File: src/rtl/mem_arbiter_if.sv
// rtl/mem_arbiter_if.sv - CPU, DMA and DataMem signal bundle for mem_arbiter
interface mem_arbiter_if;
    logic        cpu_rd;
    logic        cpu_wr;
    logic [31:0] cpu_addr;
    logic [31:0] cpu_wdata;
    logic [31:0] cpu_rdata;
    logic        cpu_stall;

    logic        dma_req;
    logic        dma_we;
    logic [31:0] dma_addr;
    logic [31:0] dma_wdata;
    logic [31:0] dma_rdata;
    logic        dma_ack;
    logic        dma_err;

    logic        mem_rd;
    logic        mem_wr;
    logic [31:0] mem_addr;
    logic [31:0] mem_wdata;
    logic [31:0] mem_rdata;

    // Arbiter side
    modport slave (
        input  cpu_rd, cpu_wr, cpu_addr, cpu_wdata,
        output cpu_rdata, cpu_stall,
        input  dma_req, dma_we, dma_addr, dma_wdata,
        output dma_rdata, dma_ack, dma_err,
        output mem_rd, mem_wr, mem_addr, mem_wdata,
        input  mem_rdata
    );

    // CPU / DMA / DataMem side
    modport master (
        output cpu_rd, cpu_wr, cpu_addr, cpu_wdata,
        input  cpu_rdata, cpu_stall,
        output dma_req, dma_we, dma_addr, dma_wdata,
        input  dma_rdata, dma_ack, dma_err,
        input  mem_rd, mem_wr, mem_addr, mem_wdata,
        output mem_rdata
    );
endinterface

File: src/rtl/mem_arbiter.sv
// rtl/mem_arbiter.sv - CPU/DMA DataMem arbiter; MEM_ARBITER_STARVE_EN enables the DMA forced grant
module mem_arbiter #(
    parameter int unsigned STARVE_LIMIT = 4
) (
    input  logic          clk,
    input  logic          reset,
    mem_arbiter_if.slave  bus
);
    typedef enum logic [1:0] {
        IDLE  = 2'd0,
        GRANT = 2'd1,
        ACK   = 2'd2
    } state_t;

    if (STARVE_LIMIT < 1 || STARVE_LIMIT > 15) begin : g_bad_limit
        $error("mem_arbiter: STARVE_LIMIT must be within 1..15");
    end

    state_t      state_q, state_d;
    logic [31:0] dma_rdata_q, dma_rdata_d;
    logic        dma_err_q, dma_err_d;

    logic cpu_busy;
    logic dma_periph;
    logic starved;
    logic grant_go;

    assign cpu_busy   = bus.cpu_rd | bus.cpu_wr;
    assign dma_periph = bus.dma_addr[30];

`ifdef MEM_ARBITER_STARVE_EN
    localparam logic [3:0] LIMIT = 4'(STARVE_LIMIT);

    logic [3:0] starve_cnt_q, starve_cnt_d;

    assign starved = bus.dma_req && (starve_cnt_q == LIMIT);
`else
    assign starved = 1'b0;
`endif

    assign grant_go = (state_q == IDLE) && ((bus.dma_req && !cpu_busy) || starved);

    always_ff @(posedge clk or negedge reset) begin
        if (!reset) begin
            state_q     <= IDLE;
            dma_rdata_q <= 32'h0;
            dma_err_q   <= 1'b0;
        end else begin
            state_q     <= state_d;
            dma_rdata_q <= dma_rdata_d;
            dma_err_q   <= dma_err_d;
        end
    end

    always_comb begin
        state_d = state_q;
        case (state_q)
            IDLE:    if (grant_go) state_d = GRANT;
            GRANT:   state_d = ACK;
            ACK:     state_d = IDLE;
            default: state_d = IDLE;
        endcase
    end

`ifdef MEM_ARBITER_STARVE_EN
    always_ff @(posedge clk or negedge reset) begin
        if (!reset) begin
            starve_cnt_q <= 4'd0;
        end else begin
            starve_cnt_q <= starve_cnt_d;
        end
    end

    // Waiting cycles are only counted while the DMA sits behind CPU traffic.
    always_comb begin
        starve_cnt_d = starve_cnt_q;
        if (state_q == IDLE) begin
            if (grant_go) begin
                starve_cnt_d = 4'd0;
            end else if (bus.dma_req && (starve_cnt_q != LIMIT)) begin
                starve_cnt_d = starve_cnt_q + 4'd1;
            end
        end
    end
`endif

    // The error flag is captured in GRANT and lives only through ACK.
    always_comb begin
        dma_rdata_d = dma_rdata_q;
        dma_err_d   = dma_err_q;
        case (state_q)
            GRANT: begin
                dma_err_d = dma_periph;
                if (!dma_periph && !bus.dma_we) begin
                    dma_rdata_d = bus.mem_rdata;
                end
            end
            ACK:     dma_err_d = 1'b0;
            default: dma_err_d = dma_err_q;
        endcase
    end

    always_comb begin
        bus.mem_rd    = bus.cpu_rd;
        bus.mem_wr    = bus.cpu_wr;
        bus.mem_addr  = bus.cpu_addr;
        bus.mem_wdata = bus.cpu_wdata;
        bus.cpu_stall = 1'b0;
        bus.dma_ack   = 1'b0;
        case (state_q)
            GRANT: begin
                bus.mem_addr  = bus.dma_addr;
                bus.mem_wdata = bus.dma_wdata;
                bus.mem_wr    = bus.dma_we & ~dma_periph;
                bus.mem_rd    = ~bus.dma_we & ~dma_periph;
`ifdef MEM_ARBITER_STARVE_EN
                bus.cpu_stall = cpu_busy;
`endif
            end
            ACK:     bus.dma_ack = 1'b1;
            default: bus.dma_ack = 1'b0;
        endcase
    end

    assign bus.cpu_rdata = bus.mem_rdata;
    assign bus.dma_rdata = dma_rdata_q;
    assign bus.dma_err   = dma_err_q;

endmodule

File: src/flat_wrapper.sv
// flat-port wrapper written by rule: the top's interface ports become plain ports
module mem_arbiter_flat 
#(
    parameter int unsigned STARVE_LIMIT = 4
)
  (clk, reset, bus_cpu_rd, bus_cpu_wr, bus_cpu_addr, bus_cpu_wdata, bus_cpu_rdata, bus_cpu_stall, bus_dma_req, bus_dma_we, bus_dma_addr, bus_dma_wdata, bus_dma_rdata, bus_dma_ack, bus_dma_err, bus_mem_rd, bus_mem_wr, bus_mem_addr, bus_mem_wdata, bus_mem_rdata);
  mem_arbiter_if bus_i ();
  input  logic clk;
  input  logic reset;
  input wire logic [$bits(bus_i.cpu_rd)-1:0] bus_cpu_rd;
  input wire logic [$bits(bus_i.cpu_wr)-1:0] bus_cpu_wr;
  input wire logic [$bits(bus_i.cpu_addr)-1:0] bus_cpu_addr;
  input wire logic [$bits(bus_i.cpu_wdata)-1:0] bus_cpu_wdata;
  output wire logic [$bits(bus_i.cpu_rdata)-1:0] bus_cpu_rdata;
  output wire logic [$bits(bus_i.cpu_stall)-1:0] bus_cpu_stall;
  input wire logic [$bits(bus_i.dma_req)-1:0] bus_dma_req;
  input wire logic [$bits(bus_i.dma_we)-1:0] bus_dma_we;
  input wire logic [$bits(bus_i.dma_addr)-1:0] bus_dma_addr;
  input wire logic [$bits(bus_i.dma_wdata)-1:0] bus_dma_wdata;
  output wire logic [$bits(bus_i.dma_rdata)-1:0] bus_dma_rdata;
  output wire logic [$bits(bus_i.dma_ack)-1:0] bus_dma_ack;
  output wire logic [$bits(bus_i.dma_err)-1:0] bus_dma_err;
  output wire logic [$bits(bus_i.mem_rd)-1:0] bus_mem_rd;
  output wire logic [$bits(bus_i.mem_wr)-1:0] bus_mem_wr;
  output wire logic [$bits(bus_i.mem_addr)-1:0] bus_mem_addr;
  output wire logic [$bits(bus_i.mem_wdata)-1:0] bus_mem_wdata;
  input wire logic [$bits(bus_i.mem_rdata)-1:0] bus_mem_rdata;
  assign bus_i.cpu_rd = bus_cpu_rd;
  assign bus_i.cpu_wr = bus_cpu_wr;
  assign bus_i.cpu_addr = bus_cpu_addr;
  assign bus_i.cpu_wdata = bus_cpu_wdata;
  assign bus_cpu_rdata = bus_i.cpu_rdata;
  assign bus_cpu_stall = bus_i.cpu_stall;
  assign bus_i.dma_req = bus_dma_req;
  assign bus_i.dma_we = bus_dma_we;
  assign bus_i.dma_addr = bus_dma_addr;
  assign bus_i.dma_wdata = bus_dma_wdata;
  assign bus_dma_rdata = bus_i.dma_rdata;
  assign bus_dma_ack = bus_i.dma_ack;
  assign bus_dma_err = bus_i.dma_err;
  assign bus_mem_rd = bus_i.mem_rd;
  assign bus_mem_wr = bus_i.mem_wr;
  assign bus_mem_addr = bus_i.mem_addr;
  assign bus_mem_wdata = bus_i.mem_wdata;
  assign bus_i.mem_rdata = bus_mem_rdata;
  mem_arbiter #(.STARVE_LIMIT(STARVE_LIMIT)) u_core (.clk(clk), .reset(reset), .bus(bus_i));
endmodule
File: config.mk
export PLATFORM = sky130hd
export DESIGN_NAME = mem_arbiter_flat
export DESIGN_NICKNAME = d
export VERILOG_FILES = /design/src/rtl/mem_arbiter_if.sv /design/src/rtl/mem_arbiter.sv /design/src/flat_wrapper.sv
export SDC_FILE = /design/constraint.sdc
export NUM_CORES = 1
export LEC_CHECK = 0
export CAP_MARGIN = 20
export CORE_AREA = 2 2 117 119
export DETAILED_ROUTE_END_ITERATION = 8
export DIE_AREA = 0 0 119 121
export MAX_ROUTING_LAYER = met4
export PLACE_DENSITY = 0.69
export SYNTH_ARGS = -nofsm -noshare
export SYNTH_HDL_FRONTEND = slang
export SYNTH_SLANG_ARGS = --single-unit
File: constraint.sdc
create_clock -name clk -period 2.9 [get_ports clk]
set_clock_uncertainty 0.15 [all_clocks]
set_input_delay 0.29 -clock clk [delete_from_list [all_inputs] [get_ports clk]]
set_output_delay 0.29 -clock clk [all_outputs]
set_load 0.01 [all_outputs]
==> results.py, run 1 <==
metrics = {
    "clock_network": {
        "post-cts-setup-buffer-count": 0,
        "cts.htree.levels": 2,
        "clock_tree.root_cell": "sky130_fd_sc_hd__clkbuf_16",
        "ctsLongestPathBuffers": 2,
        "tritoncts": "built",
        "clk-insertion-delay-late_ps": 280,
        "cts_buffers": 5,
        "clkTransAtPathRegs_ps": 60,
        "cts_num_sinks": 35,
    },
    "timing": {
        "tns_ps": 0,
        "grt_setup_unrepaired": "no",
        "actual_transition_at_the_worst_max_transition_pin_ps": 789,
        "period_share_pct": 93.4,
        "postLayoutSetupSlackWorst_ps": 191,
        "final.min_clock_period_ps": 2710,
        "hold_viol_final": 0,
        "final-max-slew-violation-count": 0,
        "slew-limit-headroom_pct": 47.4,
        "finalSetupViolations": 0,
        "holdWs_ps": 340,
        "achievable-frequency_mhz": 369,
    },
    "synth": {
        "yosysSeqAreaShare_pct": 35.4,
        "synth_top_flop_cell": "sky130_fd_sc_hd__dfrtp_1",
        "postSynth.asyncResetShare_pct": 100,
        "yosys-top-cells-area": "sky130_fd_sc_hd__mux2_2 43%, sky130_fd_sc_hd__dfrtp_1 35%, sky130_fd_sc_hd__buf_4 10%",
        "share_of_the_synthesized_area_in_compound_gates_ao_oa_aoi_oai_pct": 1.47,
        "ys_types": 21,
        "syn-num-nets": 370,
        "synthTopCellsByCount": "94 x sky130_fd_sc_hd__mux2_2, 35 x sky130_fd_sc_hd__dfrtp_1, 33 x sky130_fd_sc_hd__buf_4, 7 x sky130_fd_sc_hd__buf_2, 5 x sky130_fd_sc_hd__ha_1",
        "synthesis.area_per_instance_sq_um": 12.4,
        "yosys_warnings": 0,
        "syn-cell-area_sq_mm": 0.00247,
        "number_of_storage_elements_in_the_synthesis_netlist": 35,
        "syn_inst": 199,
        "synth_top_family_by_area": "multiplexers",
        "yosys.area_share.simple_pct": 3.34,
        "most_frequently_used_cell_type_in_the_post_synthesis_netlist": "sky130_fd_sc_hd__mux2_2",
        "synth_largest_type_area_fraction_pct": 42.8,
        "synth_xor_xnor_area_share_pct": 0,
        "post_synthesis_mux_area_share_pct": 43.7,
        "synth_enable_flop_cells": 0,
        "synthDominantAreaCellType": "sky130_fd_sc_hd__mux2_2",
        "synth_fa_ha_area_share_pct": 2.53,
    },
    "die": {
        "core_region_area_sq_mm": 0.0131,
        "floorplan.die_area_sq_mm": 0.0144,
        "die_w_um": 119,
        "io_pins": 299,
        "die_height_um": 121,
        "floorplan.initialDensity_pct": 18.9,
        "cell_rows": 42,
    },
    "outcome": {
        "violated_checks": "design-rule violations",
        "outcome": "finished with violations",
    },
    "setup_path": {
        "crit_path_max_incr_delay_ps": 550,
        "timing.rr.start": "u_core.state_q[1]",
        "crit_path_max_fanout": 23,
        "rrSetupSlack_ps": 820,
        "cp_data_arrival_time_ps": 2270,
        "worst_path_max_delay_cell": "sky130_fd_sc_hd__clkdlybuf4s50_1",
        "timing.critical_path.to_type": "primary output",
        "critPathBufInv": 3,
        "worstPathRequired_ps": 2460,
        "timing.critical_path.from_type": "flip-flop",
        "timing.rr.end": "u_core.bus.dma_rdata[12]",
        "criticalPathCategory": "flip-flop to primary output",
        "path_depth": 5,
        "reg2reg_depth": 5,
        "crit_path_cell_trace": "inv_1, ha_4, buf_12, mux2_2, clkdlybuf4s50_1",
        "critical-path-top-delay-family": "buffers and inverters",
    },
    "power": {
        "power.sequential.fraction_pct": 19.9,
        "power_share_of_the_combinational_group_pct": 65.6,
        "pwr-share-clk_pct": 14.5,
        "netSwitchingPower_mw": 1.41,
        "power.static_leakage_nw": 2.15,
        "total_power_mw": 4.33,
        "intPower_mw": 2.92,
        "power.share.switching_pct": 32.5,
        "worst_ir_drop_vdd_mv": 0.295,
        "pwr_per_cell_area_mw_per_mm2": 774,
    },
    "worst_hold_path": {
        "hold_path.startpoint": "u_core.bus.dma_rdata[0]",
        "timing.hold.worst_path_depth": 1,
        "min_to": "u_core.bus.dma_rdata[0]",
        "path_class_of_the_lowest_slack_min_delay_path": "flip-flop to flip-flop",
    },
    "global_route": {
        "grt_pass1_vias": 2703,
        "grt_overflow": 0,
        "grt_first_pass_wirelength_mm": 16.3,
        "grt_start_max_net_pins": 36,
        "antenna_found_initial": 0,
        "grt.total_usage_pct": 15.8,
    },
    "placement": {
        "place_ws_ps": 375,
        "dpl-instance-area_sq_mm": 0.00540,
        "placed_cells_incl_taps": 632,
        "place.gp.congestion": 0.764,
        "port_buffers": 297,
        "detailedPlacementHpwl_mm": 10.2,
    },
    "finish": {
        "multi_input_area_sq_mm": 0.00128,
        "post-route-util_pct": 42.7,
        "layout.cell_area.non_filler_sq_mm": 0.00559,
        "drive_gt1_share_pct": 23.2,
        "fillerInstances": 1230,
        "area.sequential_sq_um": 876,
        "nNetsFinal": 635,
        "insertedDiodeCount": 0,
        "area_growth_pct": 126,
        "layout.cells.non_filler": 641,
    },
    "routing": {
        "post_drt_via_cell_ratio": 4.01,
        "post_drt_wl_per_cell_um": 18.2,
        "dr_total_vias": 2568,
        "drtIter0Drc": 81,
        "drc_violations": 3,
        "1st_pass_router_iterations": 8,
        "postRouteAntennaNets": 0,
        "routed_wl_mm": 11.7,
    },
    "job": {
        "max-cap-violations": 0,
    },
}
-- worst max path at each step --
| stage | start | endpoint |
|---|---|---|
| 6_report | u_core.state_q[1] | bus_mem_addr[26] |
| 4_1_cts | u_core.state_q[1] | bus_mem_addr[20] |
| 5_1_grt | u_core.state_q[1] | bus_mem_addr[20] |
| 3_5_place_dp | u_core.state_q[1] | bus_mem_addr[20] |
| 3_3_place_gp | u_core.state_q[1] | bus_mem_addr[20] |
| 2_1_floorplan | u_core.state_q[1] | bus_mem_addr[10] |
-- layout make-up --
class                      count  area share (%)
timing repair buffer         301            54.1
tap                          176            3.94
clock buffer                   6            2.48
clock inverter                 2           0.627
multi-input combinational    117            22.9
sequential                    35            15.7
inverter                       4           0.269
-- layer usage --
metal / up-vias / wire length [um] / track usage [%]
li1: 1196 / - / -
met1: 1182 / 4820 / 18.9
met2: 182 / 5750 / 26.7
met3: 8 / 971 / 4.18
met4: 0 / 114 / 3.42
met5: - / 0 / -
-- logic make-up after synthesis --
| kind of cell | after synthesis |
|---|---|
| multiplexers | 96 |
| flip-flops | 35 |
| AND/OR/NAND/NOR | 10 |
| other | 1 |
| adder cells (fa/ha/maj) | 5 |
| buffers and inverters | 47 |
| AO/OA/AOI/OAI | 5 |
-- timing repair --
action / in CTS / in global routing
hold buffers: 1 / 0
setup endpoints to repair: 0 / 3
resized for setup: 0 / 1
endpoints found under the hold margin: 35 / 0
-- placed cells by master, fill, tap and decap left out, drive strengths merged --
master / count
a21o: 1
a22o: 1
buf: 4
bufinv: 1
clkbuf: 6
clkdlybuf4s50: 296
clkinv: 1
conb: 1
dfrtp: 35
dlygate4sd3: 1
ha: 5
inv: 4
mux2: 96
nand2: 2
nand2b: 2
nand3b: 1
nand4bb: 1
nor2b: 1
nor3b: 2
o211ai: 2
o21ai: 1
or4bb: 1
-- state kept, by name (all words and copies together), names as in the netlist --
signal                count
u_core.bus.dma_err        1
u_core.bus.dma_rdata     32
u_core.state_q            2
-- power groups by stage --
stage / combinational (mW) / clock, mW / sequential [mW]
final: 2.84 / 0.628 / 0.862
after global routing: 3.00 / 0.677 / 0.891
after CTS: 2.87 / 0.657 / 0.863
after detailed placement: 2.86 / 0 / 0.872
after floorplan: 1.14 / 0 / 0.974
after global placement: 2.83 / 0 / 0.860
Power figures use the tool's default switching activity.
==> run 2, diff against run 1 <==
--- a/config.mk
+++ b/config.mk
@@ -6,11 +6,11 @@
 export NUM_CORES = 1
 export LEC_CHECK = 0
 export CAP_MARGIN = 20
-export CORE_AREA = 2 2 117 119
+export CORE_AREA = 2 2 114 116
 export DETAILED_ROUTE_END_ITERATION = 8
-export DIE_AREA = 0 0 119 121
+export DIE_AREA = 0 0 116 118
 export MAX_ROUTING_LAYER = met4
-export PLACE_DENSITY = 0.69
+export PLACE_DENSITY = 0.74
 export SYNTH_ARGS = -nofsm -noshare
 export SYNTH_HDL_FRONTEND = slang
 export SYNTH_SLANG_ARGS = --single-unit
==> constraint.sdc (replaced) <==
create_clock -name clk -period 2.4 [get_ports clk]
set_clock_uncertainty 0.15 [all_clocks]
set_input_delay 0.24 -clock clk [delete_from_list [all_inputs] [get_ports clk]]
set_output_delay 0.24 -clock clk [all_outputs]
set_load 0.01 [all_outputs]
==> run 2 against run 1 <==
  * The flow now finishes without violations
  * Register-to-register slack got worse by 410 ps
  * Worst setup slack got worse by 140 ps
  * Die area decreased by 4.9%
  * Clock-buffer cell count unchanged
  * Hold slack got worse by 2.6 ps
  * Utilization grew 2.3 points
  * Critical endpoint is now bus_mem_addr[23]
==> results.py, run 2 (same netlist as run 1, synthesis figures left out) <==
metrics = {
    "die": {
        "die_w_um": 116,
        "die_height_um": 118,
        "floorplan.initialDensity_pct": 19.9,
        "core_region_area_sq_mm": 0.0124,
        "cell_rows": 41,
        "floorplan.die_area_sq_mm": 0.0137,
        "io_pins": 299,
    },
    "finish": {
        "layout.cells.non_filler": 637,
        "largest_reg_flops": 32,
        "fillerInstances": 1213,
        "insertedDiodeCount": 0,
        "drive_gt1_share_pct": 23.2,
        "area_growth_pct": 126,
        "final_cell_mix": "235 x sky130_fd_sc_hd__clkdlybuf4s50_1, 94 x sky130_fd_sc_hd__mux2_2, 41 x sky130_fd_sc_hd__dlygate4sd2_1",
        "layout.cell_area.non_filler_sq_mm": 0.00558,
        "nNetsFinal": 636,
        "layout_commonest_cell": "sky130_fd_sc_hd__clkdlybuf4s50_1",
    },
    "setup_path": {
        "worst_path_max_delay_cell": "sky130_fd_sc_hd__clkdlybuf4s50_1",
        "crit_path_max_fanout": 15,
        "timing.critical_path.to_type": "primary output",
        "crit_path_max_incr_delay_ps": 480,
        "criticalPathCategory": "flip-flop to primary output",
        "worstPathRequired_ps": 2010,
        "critical-path-top-delay-family": "buffers and inverters",
        "cp_data_arrival_time_ps": 1960,
        "timing.critical_path.from_type": "flip-flop",
        "crit_path_cell_trace": "inv_2, ha_4, buf_12, mux2_2, clkdlybuf4s50_1",
        "critPathBufInv": 3,
    },
    "clock_network": {
        "cts_buffers": 5,
        "ctsLongestPathBuffers": 2,
        "clkTransAtPathRegs_ps": 50,
        "clk-insertion-delay-late_ps": 270,
        "tritoncts": "built",
        "cts.htree.levels": 2,
        "cts_num_sinks": 35,
        "clock_tree.root_cell": "sky130_fd_sc_hd__clkbuf_16",
    },
    "routing": {
        "post_drt_wl_per_cell_um": 16.6,
        "post_drt_via_cell_ratio": 4.01,
        "drc_violations": 0,
        "routed_wl_mm": 10.5,
        "postRouteAntennaNets": 0,
        "1st_pass_router_iterations": 4,
        "drtIter0Drc": 95,
        "dr_total_vias": 2553,
    },
    "job": {
        "max-cap-violations": 0,
    },
    "global_route": {
        "grt_overflow": 0,
        "antenna_found_initial": 0,
        "grt_pass1_vias": 2737,
        "grt_start_max_net_pins": 40,
        "grt_first_pass_wirelength_mm": 15.2,
        "grt.total_usage_pct": 15.1,
    },
    "power": {
        "power.static_leakage_nw": 2.39,
        "pwr-share-clk_pct": 14.3,
        "power.sequential.fraction_pct": 21.2,
        "total_power_mw": 4.91,
        "power.share.switching_pct": 32.2,
        "pwr_per_cell_area_mw_per_mm2": 879,
        "intPower_mw": 3.33,
        "worst_ir_drop_vdd_mv": 0.416,
        "power_share_of_the_combinational_group_pct": 64.5,
        "netSwitchingPower_mw": 1.58,
    },
    "timing": {
        "finalSetupViolations": 0,
        "actual_transition_at_the_worst_max_transition_pin_ps": 777,
        "hold_viol_final": 0,
        "final.min_clock_period_ps": 2350,
        "achievable-frequency_mhz": 426,
        "slew-limit-headroom_pct": 48.2,
        "grt_setup_unrepaired": "yes",
        "final-max-slew-violation-count": 0,
        "period_share_pct": 97.9,
    },
    "outcome": {
        "outcome": "complete, no violations",
    },
    "placement": {
        "detailedPlacementHpwl_mm": 9.15,
        "place.gp.congestion": 0.972,
        "placed_cells_incl_taps": 629,
        "dpl-instance-area_sq_mm": 0.00539,
        "port_buffers": 297,
    },
    "worst_hold_path": {
        "path_class_of_the_lowest_slack_min_delay_path": "flip-flop to flip-flop",
    },
}
-- run 2: final timing paths --
kind,cells past startpoint,endpoint,slack [ps],start
hold reg to reg,1,u_core.bus.dma_rdata[4],340,u_core.bus.dma_rdata[4]
setup / recovery,5,bus_mem_addr[23],50,u_core.state_q[1]
min in group asynchronous,2,u_core.bus.dma_rdata[21],440,reset
setup reg to reg,5,u_core.bus.dma_rdata[7],410,u_core.state_q[1]
max in group asynchronous,2,u_core.bus.dma_err,1170,reset
hold / removal,1,u_core.bus.dma_rdata[4],340,u_core.bus.dma_rdata[4]
-- run 2: timing repair --
item | CTS | global route
resized for setup | 46 | 22
cloned | 0 | 0
buffers inserted | 0 | 0
hold endpoints to repair | 35 | 0
setup endpoints to repair | 64 | 23
hold buffers | 1 | 0
-- run 2: power by group through the flow --
stage	Combinational, mW	Sequential [mW]	Clock (mW)
finish	3.16	1.04	0.704
global route	3.36	1.08	0.758
CTS	3.23	1.05	0.729
detailed placement	3.34	1.05	0
global placement	3.30	1.04	0
floorplan	1.38	1.18	0
-- run 2: layer usage --
metal / vias to the layer above / GRT usage, % / routed length, um
met5: - / - / 0
met4: 0 / 5.73 / 311
met3: 18 / 2.68 / 945
met2: 170 / 27.6 / 5560
met1: 1159 / 15.9 / 3730
li1: 1206 / - / -
-- run 2: worst register-to-register path, cell delays in order, from the launching register on --
cell and delay, ps:
sky130_fd_sc_hd__dfrtp_1 410, sky130_fd_sc_hd__inv_2 120, sky130_fd_sc_hd__ha_1 190, sky130_fd_sc_hd__nor3b_4 200, sky130_fd_sc_hd__buf_4 400, sky130_fd_sc_hd__mux2_2 410
-- run 2: area by class of cell --
class / count / area [sq um] / area share (%)
Clock buffer: 6 / 129 / 2.31
Clock inverter: 1 / 30.0 / 0.538
Timing Repair Buffer: 302 / 3040 / 54.4
Tap cell: 172 / 215 / 3.85
Sequential cell: 35 / 876 / 15.7
Inverter: 4 / 15.0 / 0.269
Multi-Input combinational cell: 117 / 1280 / 22.9
-- run 2: per-stage QoR --
| step | worst slack, ps | hold slack (ps) | utilization, % | TNS, ps |
|---|---|---|---|---|
| 2_1_floorplan | 592 | -206 | - | 0 |
| 3_3_place_gp | 133 | 203 | 43.4 | 0 |
| 3_5_place_dp | 121 | 218 | 43.4 | 0 |
| 4_1_cts | -4.46 | 340 | 44.5 | -4.46 |
| 5_1_grt | 0.0755 | 354 | 45.0 | 0 |
| 6_report | 51.4 | 337 | 45.0 | 0 |
